<file path="src/rtl/rptr_pkg.sv">
// Shared FIFO pointer geometry and Gray helper for the read- and write-side handlers.
package rptr_pkg;

  localparam int unsigned ADDR_W = 8;
  localparam int unsigned PTR_W  = 9;
  localparam int unsigned DEPTH  = 256;

  function automatic logic [PTR_W-1:0] bin2gray(input logic [PTR_W-1:0] b);
    return (b >> 1) ^ b;
  endfunction

endpackage

</file>
<file path="src/rtl/gray2bin.sv">
// Combinational Gray-to-binary converter: bit i is the XOR of all Gray bits at or above i.
module gray2bin #(
  parameter int unsigned W = rptr_pkg::PTR_W
) (
  input  logic [W-1:0] gray_i,
  output logic [W-1:0] bin_o
);

  always_comb begin
    bin_o = '0;
    for (int unsigned i = 0; i < W; i++) begin
      bin_o[i] = ^(gray_i >> i);
    end
  end

endmodule

</file>
<file path="src/rtl/rptr_handler.sv">
// Async FIFO read-side pointer/flag handler. Define RPTR_FWFT_EN for first-word-fall-through
// output mode; otherwise data follows a granted read by one cycle.
module rptr_handler
  import rptr_pkg::*;
#(
  parameter int unsigned AE_THRESH = 4
) (
  input  logic             rclk,
  input  logic             rrst_n,
  input  logic             ren,
  input  logic [PTR_W-1:0] wptr_gray_async,
  output logic [PTR_W-1:0] rptr_bin,
  output logic [PTR_W-1:0] rptr_gray,
  output logic             mem_ren,
  output logic             rvalid,
  output logic             empty,
  output logic             almost_empty,
  output logic [PTR_W-1:0] rd_level
);

  logic [PTR_W-1:0] wq1_q, wq2_q;
  logic [PTR_W-1:0] rptr_bin_q, rptr_bin_d;
  logic [PTR_W-1:0] rptr_gray_q, rptr_gray_d;
  logic [PTR_W-1:0] level_q, level_d;
  logic             empty_q, empty_d;
  logic             ae_q, ae_d;
  logic             rvalid_q, rvalid_d;
  logic             pop;
  logic [PTR_W-1:0] wbin_sync;

  gray2bin #(.W(PTR_W)) u_gray2bin (
    .gray_i (wq2_q),
    .bin_o  (wbin_sync)
  );

  // Pop is gated by reset so a request pending at reset never reaches memory.
  always_comb begin
`ifdef RPTR_FWFT_EN
    pop      = rrst_n & ~empty_q & (~rvalid_q | ren);
    rvalid_d = rvalid_q;
    if (pop) begin
      rvalid_d = 1'b1;
    end else if (ren) begin
      rvalid_d = 1'b0;
    end
`else
    pop      = rrst_n & ren & ~empty_q;
    rvalid_d = pop;
`endif
  end

  always_comb begin
    rptr_bin_d  = rptr_bin_q + PTR_W'(pop);
    rptr_gray_d = bin2gray(rptr_bin_d);
    empty_d     = (rptr_gray_d == wq2_q);
    level_d     = wbin_sync - rptr_bin_d;
    ae_d        = (32'(level_d) <= AE_THRESH);
  end

  // Two-flop synchronizer: nothing but the flops between the async input and wq2.
  always_ff @(posedge rclk) begin
    if (!rrst_n) begin
      wq1_q <= '0;
      wq2_q <= '0;
    end else begin
      wq1_q <= wptr_gray_async;
      wq2_q <= wq1_q;
    end
  end

  always_ff @(posedge rclk) begin
    if (!rrst_n) begin
      rptr_bin_q  <= '0;
      rptr_gray_q <= '0;
      level_q     <= '0;
      empty_q     <= 1'b1;
      ae_q        <= 1'b1;
      rvalid_q    <= 1'b0;
    end else begin
      rptr_bin_q  <= rptr_bin_d;
      rptr_gray_q <= rptr_gray_d;
      level_q     <= level_d;
      empty_q     <= empty_d;
      ae_q        <= ae_d;
      rvalid_q    <= rvalid_d;
    end
  end

  assign mem_ren      = pop;
  assign rptr_bin     = rptr_bin_q;
  assign rptr_gray    = rptr_gray_q;
  assign rd_level     = level_q;
  assign empty        = empty_q;
  assign almost_empty = ae_q;
  assign rvalid       = rvalid_q;

endmodule

</file>
<file path="config.mk">
export PLATFORM = sky130hd
export DESIGN_NAME = rptr_handler
export DESIGN_NICKNAME = d
export VERILOG_FILES = /design/src/rtl/rptr_pkg.sv /design/src/rtl/gray2bin.sv /design/src/rtl/rptr_handler.sv
export SDC_FILE = /design/constraint.sdc
export NUM_CORES = 1
export LEC_CHECK = 0
export ABC_AREA = 1
export BUFFER_PORTS_ARGS = -buffer_cell sky130_fd_sc_hd__buf_2
export CAP_MARGIN = 20
export CORE_UTILIZATION = 55
export DETAILED_ROUTE_END_ITERATION = 12
export PLACE_DENSITY = 0.79
export SLEW_MARGIN = 0
export SYNTH_ARGS = -nofsm -noshare
export SYNTH_HDL_FRONTEND = slang
export SYNTH_HIERARCHICAL = 1
export SYNTH_SLANG_ARGS = --single-unit
</file>
<file path="constraint.sdc">
create_clock -name rclk -period 2.9 [get_ports rclk]
set_input_delay 0.58 -clock rclk [delete_from_list [all_inputs] [get_ports rclk]]
set_output_delay 0.58 -clock rclk [all_outputs]
set_load 0.01 [all_outputs]
</file>
# Yosys cells after proc, flatten, opt, wreduce, memory -nomap -nowiden
# Index checks and enable logic that the tools add are counted.
# op_classes
addsub	2
n_lt_le_gt_ge	1
eq_ne	1
n_bitwise	4
n_reduce_logical	9
# ops
cell	count
parity 9 bit	9
adder 9 x 1 -> 9 bit	1
== test 9 bit	1
less-or-equal comparator 9 x 3 -> 1 bit (second input constant)	1
subtractor 9 bit	1
XOR 8 x 9 -> 9 bit	1
AND 1 bit	2
inverter 1 bit	1
# totals
ff_bits	48
in_bits	12
out_inout_bits	31
word_cells	25

# Logic depth before layout (Yosys ltp)
# depth
ltp_word	5
ltp_mapped	25
ltp_nobuf	25

# Hierarchy
# Netlist, hierarchy kept.
# modules_own_cells
module	instances	cells_each	area_each_um2	seq_area_each_um2
rptr_handler	1	294	2212.1	940.9
gray2bin	1	61	317.8	0.0

# Worst setup path after synthesis
# Ideal clock, no wire load.
# synth_path
kind	input port to flip-flop
start	input port rrst_n
end	register ae_q (netlist: almost_empty)
setup_ns	0.113
arrival_ns	2.669
required_time_ns	2.787
path_slack_ns	0.118
stages	17
path_buffers	1
cell_sequence	buf_2 > nand2_1 > nor2_1 > ha_1 > nand4_1 > o21ai_1 > nand2_2 > ha_1 > inv_1 > o21ai_1 > inv_1 > nor2_1 > nor2_1 > nand3_1 > nand2_1 > nor2_2 > nor2_2
# synth_via
elab_chain_cells	5
# synth_lines
element	line	rtl
start: declaration	rptr_handler.sv:9	input logic rrst_n,
AND 1 bit (2 in a row)	rptr_handler.sv:47	pop = rrst_n & ren & ~empty_q;
named net mem_ren	rptr_handler.sv:14	output logic mem_ren,
adder 9 x 1 -> 9 bit	rptr_handler.sv:53	rptr_bin_d = rptr_bin_q + PTR_W'(pop);
subtractor 9 bit	rptr_handler.sv:56	level_d = wbin_sync - rptr_bin_d;
less-or-equal comparator 9 x 3 -> 1 bit	rptr_handler.sv:57	ae_d = (32'(level_d) <= AE_THRESH);
end signal: assignment	rptr_handler.sv:77	ae_q <= 1'b1;
end signal: assignment	rptr_handler.sv:84	ae_q <= ae_d;
end: declaration	rptr_handler.sv:26	logic ae_q, ae_d;
# The timed path passes the listed nets, and every way through them passes these cells.
# A chain may end at the register's enable or synchronous reset.

# Worst setup path after layout
# layout_path
start	register wq2_q[7]
end	register ae_q (netlist: almost_empty)
# layout_via
elab_chain_cells	3
elab_cells_between_ends	10
cone_classes	add/sub: 1; order compare: 1; reduce/logical: 8
# layout_lines
element	line	rtl
start: declaration	rptr_handler.sv:21	logic [PTR_W-1:0] wq1_q, wq2_q;
start signal: assignment	rptr_handler.sv:67	wq2_q <= wq1_q;
parity 9 bit	gray2bin.sv:12	bin_o[i] = ^(gray_i >> i);
named net wbin_sync[0]	rptr_handler.sv:29	logic [PTR_W-1:0] wbin_sync;
subtractor 9 bit	rptr_handler.sv:56	
less-or-equal comparator 9 x 3 -> 1 bit	rptr_handler.sv:57	
# The timed path passes the listed nets, and every way through them passes these cells.

==> metrics.md <==
| Metric | Value |
|---|---|
| Register area share after synthesis | 37.2% |
| Finished Core Util | 66.4% |
| Max Clk Rate | 378 MHz |
| Clock skew | roughly 0.0092 ns |
| Crit-path max FO | 6 |
| Adder-cell share of the synthesized area | between 3 and 4% |
| Simple-gate share of the synthesized area | 37.2% |
| Min-delay worst type | reg -> reg |
| Final period util | 91.3% |
| WL final | 4.92 mm |
| Crit path kind | reg -> reg |
| CTS tree | yes |
| Hold depth | 2 |
| CTS clk-pin slew, worst paths | around 0.090 ns |
| #FFs+latches synth | between 40 and 50 |
| Placed cell areas | 0.00280 mm^2 |
| FF-to-FF End | almost_empty$_SDFF_PN1_ |
| Synth Warn # | 6 |
| Antenna violation net count after detailed routing | 0 |
| Worst Path Buf+Inv | 4 |
| Placer Congestion | 0.906 |
| Relative slew slack | between 60 and 70% |
| Mapped Avg Cell Area | 7.13 um^2 |
| Cts hold-fix bufs | 0 |
| Async SR Flop Fraction | 0% |
| Final TNS setup | 0 ns |
| Post-Syn Area | 0.00253 mm^2 |
| CP startpoint kind | flop |
| Multi-input gate area | about 0.0013 mm^2 |
| CP max stage cell | fa_1 |
| Die width | 69.8 um |
| Core area | approximately 0.0044 mm^2 |
| Peak supply drop | 345 uV |
| Num rows | 24 |
| DR iter-0 viols | 112 |
| PwrDens | ~520 mW/mm^2 |
| Routed via count | 2,189 |
| IO Port Bufs | 42 |
| Share of cells above drive strength 1 | 23.6% |
| First-pass GRT wire length | just under 9 mm |
| Clock Tree Root | clkbuf_8 |
| Nets | 421 |
| Wire per inst | around 11 um |
| Compound-Gate Fraction of Synth Area | between 2 and 2.5% |
| Hold Fails Final Rpt | 0 |
| RSZ-0062 raised after global routing | no |
| Vias per cell | 4.82 |
| Initial antenna violation count | 0 |
| Crit path largest cell delay | 0.41 ns |
| Vias in the first global route | 2,008 |
| Reg2reg start | wq2_q[7]$_SDFF_PN0_ |
| Post-Syn Instances | 355 |
| Crit path max-delay family | simple AND/OR/NAND/NOR gates |
| Height of the chip | ~70 um |
| Main combinational cell family by area after synthesis | simple AND/OR/NAND/NOR gates |
| Status | finished, final reports clean |
| Max-Cap Viols | 0 |
| Minimum clock period | roughly 2.6 ns |
| Area delta synth->final | 15.1% |
| Skew-Pair Late Insertion Delay | 0.30 ns |
| Post-CTS resize count | 0 |
| Worst reg-to-reg path cell count | 25 |
| XOR/XNOR Fraction of Synth Area | ~9% |
| 1st-pass router iterations | 4 |
| Crit path arrival time | between 2 and 3 ns |
| FF+latch area | around 940 um^2 |
| Setup Fix Bufs, Post-CTS | 0 |
| CTS max path bufs | 2 |
| Synthesized Nets | 374 |
| Crit-path most repeated cell | nand2_1 |
| Largest net degree at the start of global routing | 29 |
| Finished layout cell area | between 0.002 and 0.003 mm^2 |
| Initial Utilization | 57.7% |
| Crit end category | flop |
| Die footprint | 0.00487 mm^2 |
| Leak | about 1.7 nW |
| Detailed Place HPWL | 3.80 mm |
| IO Pins | 43 |
| Slew @ Worst Pin | between 0.5 and 0.6 ns |
| CP Data Required Time | 3.09 ns |
| Post-synthesis mux area share | 0% |
| Antenna Cells | 0 |
| Pins Over Slew Limit | 0 |
| Fillers | 364 |
| R2R setup slack | 0.25 ns |
| Clock sinks | 47 |
| Min-delay src | wq1_q[2]$_SDFF_PN0_ |
| Final setup fails | 0 |
| Post-synth top flop | dfxtp_1 |
| CTS Buf Count | 5 |
| Number of flops mapped to enable cells by yosys | 0 |
| Count of different cell masters after synthesis | 29 |
| Total GRT Usage | ~23% |
| Depth of the CTS H-tree | 2 |
| Hold Path Sink | wq2_q[2]$_SDFF_PN0_ |
| DRC errors left | 0 |
| Total gr overflow | 0 |
==> layout make-up <==
class,count,share of cell area (%)
inverters,62,7.99
flip-flops and latches,47,32.4
well taps,52,2.23
multi-input cells,240,45.5
clock buffers,5,2.36
clock inverters,2,1.29
repair buffers,46,8.25
==> cell usage after synthesis, types with 2 or more instances <==
| master | instances | area, um^2 |
|---|---|---|
| inv_1 | 56 | 210 |
| inv_2 | 4 | 15.0 |
| nand2_1 | 102 | 383 |
| clkinv_1 | 2 | 7.51 |
| nand2_2 | 12 | 75.1 |
| xnor2_2 | 3 | 48.8 |
| nand2_4 | 3 | 33.8 |
| buf_1 | 2 | 7.51 |
| nand3_2 | 9 | 90.1 |
| a21oi_1 | 6 | 30.0 |
| xnor2_1 | 14 | 123 |
| buf_4 | 2 | 15.0 |
| nor2_2 | 7 | 43.8 |
| nand3_1 | 24 | 120 |
| dfxtp_1 | 47 | 941 |
| nor2_1 | 32 | 120 |
| xor2_1 | 7 | 61.3 |
| nand4_1 | 4 | 25.0 |
| nand3b_1 | 3 | 22.5 |
| ha_1 | 6 | 75.1 |
| o21ai_1 | 2 | 10.0 |
==> placed cells by master, fill, tap and decap left out, types with 2 or more instances in the layout <==
cell type and instances:
nand2_1 102, a21oi_1 6, dfxtp_2 2, xor2_1 7, ha_1 6, nand2_4 3, nand3b_1 3, buf_4 4
xnor2_1 14, inv_2 4, buf_2 42, nand3_2 9, nand2_2 12, clkinv_1 2, nor2_1 32, o21ai_1 2
dfxtp_1 45, clkbuf_8 5, xnor2_2 3, nor2_2 7, nand4_1 4, nand3_1 24, inv_1 56
==> power by group <==
part           switching, mW  internal [mW]
clock                  0.211          0.252
sequential            0.0186          0.686
combinational          0.208          0.137
total                  0.437           1.07
==> cells by family after synthesis <==
kind of cell / count (synthesis)
DFF: 47
AOI/OAI and AO/OA: 10
buffers and inverters: 68
and+or+nand+nor: 199
xor gates and xnor gates: 24
adders and majority gates: 7
==> metal layers <==
layer	global-route usage [%]	share of wire (%)	vias up	wire, um
met3	5.96	5.8	7	286
met4	6.44	1.3	0	62
met2	36.5	45	61	2190
met5	0	0	-	0
met1	30.0	48	955	2380
li1	-	-	1166	-
==> worst max-delay path by stage <==
stage / start / to / slack [ns] / depth (start not counted)
after detailed placement: rrst_n / almost_empty$_SDFF_PN1_ / 0.08 / 17
final: wq2_q[7]$_SDFF_PN0_ / almost_empty$_SDFF_PN1_ / 0.25 / 25
after floorplan: rrst_n / almost_empty$_SDFF_PN1_ / 0.12 / 17
after global routing: wq2_q[7]$_SDFF_PN0_ / almost_empty$_SDFF_PN1_ / 0.003 / 25
after CTS: wq2_q[8]$_SDFF_PN0_ / almost_empty$_SDFF_PN1_ / 0.17 / 25
after global placement: rrst_n / almost_empty$_SDFF_PN1_ / 0.17 / 18
==> through the flow <==
stage | setup WS [ns] | power (mW) | cells | hold WS [ns]
floorplan | 0.118 | 0.974 | 355 | 0.390
global placement | 0.168 | 1.05 | 447 | 0.393
detailed placement | 0.0764 | 1.06 | 447 | 0.397
CTS | 0.172 | 1.52 | 454 | 0.418
global route | 0.00337 | 1.62 | 454 | 0.439
finish | 0.253 | 1.51 | 454 | 0.418
==> state kept, by name, indices dropped and copies added, names as in the netlist <==
signal        cells
rd_level          9
rptr_bin          9
wq1_q             9
wq2_q             9
rptr_gray         8
almost_empty      1
empty             1
rvalid            1
==> worst register-to-register path: cells and delay by family, from the launching register on <==
| kind | cells | cell delay [ns] |
|---|---|---|
| buf+inv | 4 | 0.23 |
| flops | 1 | 0.38 |
| simple gates | 19 | 1.38 |
| fa+ha+maj | 2 | 0.54 |
(Power assumes the default switching activity.)
